===== src/rtl/sdram_burst_reader.sv =====
// Splits one read request of arbitrary length into Avalon-MM bursts of at most
// MAX_BURST beats and returns the data as an indexed, in-order beat stream.
module sdram_burst_reader #(
    parameter int SDRAM_W   = 128,
    parameter int CNT_W     = 16,
    parameter int MAX_BURST = 64
) (
    input  logic               clk,
    input  logic               rst_n,
    input  logic [31:0]        read_addr,
    input  logic [CNT_W-1:0]   read_cnt,
    input  logic               read_start,
    output logic               busy,
    output logic               done,
    output logic               out_valid,
    output logic [CNT_W-1:0]   out_idx,
    output logic [SDRAM_W-1:0] out_data,
    output logic [31:0]        address,
    output logic [10:0]        burstcount,
    output logic               read,
    input  logic               waitrequest,
    input  logic [SDRAM_W-1:0] readdata,
    input  logic               readdatavalid
);

    localparam int BYTES = SDRAM_W / 8;

    typedef enum logic [1:0] {
        IDLE  = 2'd0,
        ISSUE = 2'd1,
        DRAIN = 2'd2
    } state_t;

    state_t             state_r, state_s;
    logic [CNT_W-1:0]   iss_rem_r, iss_rem_s;
    logic [CNT_W-1:0]   rcv_cnt_r, rcv_cnt_s;
    logic [CNT_W-1:0]   total_r, total_s;
    logic               busy_r, busy_s;
    logic               done_r, done_s;
    logic               out_valid_r, out_valid_s;
    logic [CNT_W-1:0]   out_idx_r, out_idx_s;
    logic [SDRAM_W-1:0] out_data_r, out_data_s;
    logic [31:0]        address_r, address_s;
    logic [10:0]        burstcount_r, burstcount_s;
    logic               read_r, read_s;
    logic               accept_s;
    logic [CNT_W-1:0]   rem_left_s;

    // Length of the next burst: whatever is left, capped at MAX_BURST.
    function automatic logic [10:0] burst_len(input logic [CNT_W-1:0] rem);
        if (32'(rem) > 32'(MAX_BURST)) begin
            burst_len = 11'(MAX_BURST);
        end else begin
            burst_len = 11'(rem);
        end
    endfunction

    assign accept_s   = read_r && !waitrequest;
    assign rem_left_s = iss_rem_r - CNT_W'(burstcount_r);

    // Next-state and next-output computation for the issue/return engine.
    always_comb begin
        state_s      = state_r;
        iss_rem_s    = iss_rem_r;
        rcv_cnt_s    = rcv_cnt_r;
        total_s      = total_r;
        done_s       = 1'b0;
        out_valid_s  = 1'b0;
        out_idx_s    = out_idx_r;
        out_data_s   = out_data_r;
        address_s    = address_r;
        burstcount_s = burstcount_r;
        read_s       = read_r;

        case (state_r)
            IDLE: begin
                if (read_start) begin
                    if (read_cnt == '0) begin
                        done_s = 1'b1;
                    end else begin
                        state_s      = ISSUE;
                        total_s      = read_cnt;
                        iss_rem_s    = read_cnt;
                        rcv_cnt_s    = '0;
                        read_s       = 1'b1;
                        address_s    = read_addr;
                        burstcount_s = burst_len(read_cnt);
                    end
                end else begin
                    read_s = 1'b0;
                end
            end
            ISSUE: begin
                // Next burst goes out the cycle after acceptance, no bubble.
                if (accept_s) begin
                    iss_rem_s = rem_left_s;
                    address_s = address_r + 32'(burstcount_r) * 32'(BYTES);
                    if (rem_left_s == '0) begin
                        read_s  = 1'b0;
                        state_s = DRAIN;
                    end else begin
                        burstcount_s = burst_len(rem_left_s);
                    end
                end else begin
                    read_s = read_r;
                end
            end
            DRAIN: begin
                read_s = 1'b0;
            end
            default: begin
                state_s = IDLE;
                read_s  = 1'b0;
            end
        endcase

        // Returned beats are only meaningful while a request is open.
        if ((state_r != IDLE) && readdatavalid) begin
            out_valid_s = 1'b1;
            out_idx_s   = rcv_cnt_r;
            out_data_s  = readdata;
            rcv_cnt_s   = rcv_cnt_r + CNT_W'(1);
            if (rcv_cnt_r == total_r - CNT_W'(1)) begin
                done_s  = 1'b1;
                state_s = IDLE;
                read_s  = 1'b0;
            end else begin
                done_s = 1'b0;
            end
        end else begin
            out_valid_s = 1'b0;
        end

        busy_s = (state_s != IDLE);
    end

    // State and output registers.
    always_ff @(posedge clk or negedge rst_n) begin
        if (!rst_n) begin
            state_r      <= IDLE;
            iss_rem_r    <= '0;
            rcv_cnt_r    <= '0;
            total_r      <= '0;
            busy_r       <= 1'b0;
            done_r       <= 1'b0;
            out_valid_r  <= 1'b0;
            out_idx_r    <= '0;
            out_data_r   <= '0;
            address_r    <= 32'd0;
            burstcount_r <= 11'd0;
            read_r       <= 1'b0;
        end else begin
            state_r      <= state_s;
            iss_rem_r    <= iss_rem_s;
            rcv_cnt_r    <= rcv_cnt_s;
            total_r      <= total_s;
            busy_r       <= busy_s;
            done_r       <= done_s;
            out_valid_r  <= out_valid_s;
            out_idx_r    <= out_idx_s;
            out_data_r   <= out_data_s;
            address_r    <= address_s;
            burstcount_r <= burstcount_s;
            read_r       <= read_s;
        end
    end

    assign busy       = busy_r;
    assign done       = done_r;
    assign out_valid  = out_valid_r;
    assign out_idx    = out_idx_r;
    assign out_data   = out_data_r;
    assign address    = address_r;
    assign burstcount = burstcount_r;
    assign read       = read_r;

endmodule


===== config.mk =====
export PLATFORM = sky130hd
export DESIGN_NAME = sdram_burst_reader
export DESIGN_NICKNAME = d
export VERILOG_FILES = /design/src/rtl/sdram_burst_reader.sv
export SDC_FILE = /design/constraint.sdc
export NUM_CORES = 1
export LEC_CHECK = 0
export CORE_MARGIN = 2
export CORE_UTILIZATION = 48
export CTS_BUF_LIST = sky130_fd_sc_hd__clkbuf_8
export CTS_CLUSTER_DIAMETER = 100
export CTS_CLUSTER_SIZE = 16
export DETAILED_ROUTE_END_ITERATION = 8
export GPL_ROUTABILITY_DRIVEN = 0
export PLACE_DENSITY = 0.82
export SYNTH_ARGS = -nofsm -noshare
export SYNTH_HDL_FRONTEND = slang
export SYNTH_SLANG_ARGS = --single-unit

===== constraint.sdc =====
create_clock -name clk -period 3.3 [get_ports clk]
set_input_delay 0.66 -clock clk [delete_from_list [all_inputs] [get_ports clk]]
set_output_delay 0.66 -clock clk [all_outputs]
set_load 0.02 [all_outputs]

==> results by group <==
Status
  • Run status: finished clean

Route
  • Routed WL: 37500 um
  • Via/cell ratio: 5.46
  • Average routed wire per standard cell: 18.0 um
  • Pre-antenna DRT Iters: 5
  • Detailed-route via count: 11400
  • First DRT Iteration DRCs: 935
  • DRC Markers: 0
  • Post-route ant nets: 0

Setup path
  • Critical path origin: burstcount[2]
  • CP max stage delay: 0.43 ns
  • Crit-path cells: inv_1 -> ha_4 -> nor2b_2 -> o311a_1 -> buf_4 -> o221a_2 -> o22ai_1 -> o21a_1 -> nand3_2 -> o41ai_4 -> mux2_2
  • WP depth: 11
  • Cell family with most CP delay: compound AO/OA/AOI/OAI gates
  • WP buf/inv: 2
  • Arrival @ worst endpoint: 3.69 ns
  • CP endpoint kind: flip-flop
  • CP Class: flip-flop to flip-flop
  • Depth of the worst register-to-register path: 11
  • CP max FO: 4
  • Reg2reg start: burstcount[2]
  • CP Launch Type: flip-flop
  • CP Data Required Time: 3.72 ns
  • Slowest cell on the critical path: dfrtp_1

Power and ir drop
  • VDD IR max: 227 uV
  • Int Power: 4.24 mW
  • Sequential power share: 54.6%
  • Clock Power Share: 25.7%
  • Sw Pwr: 1.70 mW
  • Pwr per Cell Area: 360 nW/um2
  • Final Power: 5.93 mW
  • Combinational share of power: 19.7%
  • Sw Share: 28.6%
  • Leak: 7.78 nW

Timing
  • Fmax: 0.306 GHz
  • Fin. max-slew vios: 0
  • Final setup viols: 0
  • Minimum clock period: 3.27 ns
  • Fin Clk Skew: 0.0327 ns
  • Least-Margin Pin Slew: 0.757 ns
  • Final Hold Viols: 0
  • Period Utilization, post-route: 99.0%
  • Slew HR: 49.6%

Hold path
  • HP Class: input port to async pin

CTS
  • Sink Count: 241
  • CTS Buf Count: 19
  • Clock Tree Root: clkbuf_8
  • Clock Tree Buf Depth: 3
  • Worst-path clk slew: 0.11 ns
  • Htree depth: 1
  • CTS Hold Bufs: 0
  • CTS tree: done
  • Worst skew pair latency: 0.55 ns

GRT
  • GRT Residual Overflow: 0
  • First-pass GRT wire length: 58300 um
  • Total track usage: 28.1%
  • Initial antenna violation count: 8
  • Vias in the first global route: 10900
  • Largest net degree at the start of global routing: 164

Placement
  • Hpwl dp: 27600 um
  • Placed Area: 16000 um2
  • Port bufs: 371

Layout
  • Most frequent cells in the layout: 560 x nand2_1, 370 x clkdlybuf4s50_1, 240 x dfrtp_1
  • Fin util: 68.1%
  • Layout area overhead: 40.0%
  • Final Cell Area: 16500 um2
  • Nets@finish: 1959
  • Commonest non-fill, non-tap cell in the layout: nand2_1
  • Fraction of layout cells with a size suffix above 1: 6.50%

Synth
  • Synth Area in Compound Gates: 12.4%
  • Yosys top cell by area: dfrtp_1
  • Post-synth EDFFs: 0
  • Post-synthesis area per instance: 8.51 um2
  • Synth cell types: 66
  • Synth Area in Adders: 2.89%
  • Post-synthesis cell count: 1382
  • Largest family of logic cells by synthesized area: simple AND/OR/NAND/NOR gates
  • Post-synth ARST share: 100%
  • Synth Area in XOR/XNOR: 2.75%
  • Register bit total from synthesis: 241
  • Post-synthesis sequential area ratio: 51.3%
  • Synthesized area: 11800 um2
  • Mux contribution to synthesized area: 1.34%
  • Syn nets: 1589
  • Synth Area in Simple Gates: 26.1%
  • Yosys top cell area share: 51.3%
  • Yosys Warn Count: 0
  • Synth top area cells: dfrtp_1 51%, nand2_1 18%, ha_1 2.6%
  • Top FF cell, synth: dfrtp_1

Floorplanning
  • Die outline height: 161 um
  • DIE AREA: 25800 um2
  • I/O pin count: 372
  • Row count: 57
  • Core area: 24200 um2
  • Initial Utilization: 48.7%
  • Width of the die: 161 um

Flow run
  • Max-cap violations: 0
synthesized netlist by cell type (8+ instances only):
cell      instances
a31oi_1          17
clkbuf_1         62
o22ai_1           9
nor3_1           20
mux2i_1           9
o31ai_1          10
nand3_1          31
nand4_1           9
o21ai_0          58
nor4_1            8
nand2_1         560
a21o_1            8
inv_1            27
and3_1           14
a21oi_1          47
buf_1             8
xnor2_1          22
xor2_1           15
ha_1             24
nor2_1           69
dfrtp_1         241
per-layer routing:
layer	global-route usage, %	vias to the layer above	share of wire, %
met5	0	-	0
met4	9.95	0	3.8
met3	5.27	80	7.2
met2	47.7	466	49
met1	36.2	5463	40
li1	-	5366	-
state kept, by name, summed over array words and instances (netlist names):
signal,cells
busy,1
read,1
total_r,16
address,32
out_valid,1
out_data,128
state_r,2
rcv_cnt_r,16
iss_rem_r,16
burstcount,11
out_idx,16
done,1
logic make-up after synthesis:
family | Yosys count
simple gates | 746
compound gates | 217
xor+xnor | 37
mux | 15
fa+ha+maj | 26
flops | 241
buf+inv | 100
layout make-up:
cell class	count	area, um2
fillers	1857	7700
flip-flops and latches	241	6030
multi-input cells	1041	5460
repair buffers	422	4170
well taps	324	405
clock buffers	19	262
inverters	27	104
clock inverters	3	27.5
diodes	8	20.0
timing repair:
item                                    in CTS  in global routing
resized for setup                            0                 15
endpoints found under the setup margin       0                 13
setup buffers                                0                 10
power groups by stage:
stage / Clock (mW) / Combinational (mW) / Sequential (mW)
floorplan: 0 / 0.256 / 3.48
global placement: 0 / 1.15 / 3.28
detailed placement: 0 / 1.17 / 3.29
CTS: 1.57 / 1.17 / 3.24
global route: 1.68 / 1.26 / 3.26
finish: 1.53 / 1.17 / 3.24
metrics by stage:
stage	std cells	hold WS, ns	setup WS (ns)	setup TNS (ns)
2_1_floorplan	1382	0.364	0.202	0
3_3_place_gp	2044	0.449	0.114	0
3_5_place_dp	2044	0.457	0.0470	0
4_1_cts	2066	0.143	0.0133	0
5_1_grt	2085	0.160	-0.0644	-0.250
6_report	2085	0.129	0.0331	0
path summary, 6_finish.rpt:
check | end | slack, ns
max | burstcount[0] | 0.03
max reg2reg | burstcount[0] | 0.03
min reg2reg | address[1] | 0.48
min in group clk | address[1] | 0.48
min | burstcount[2] | 0.13
max in group asynchronous | out_data[36] | 2.35
Power figures use the tool's default switching activity.
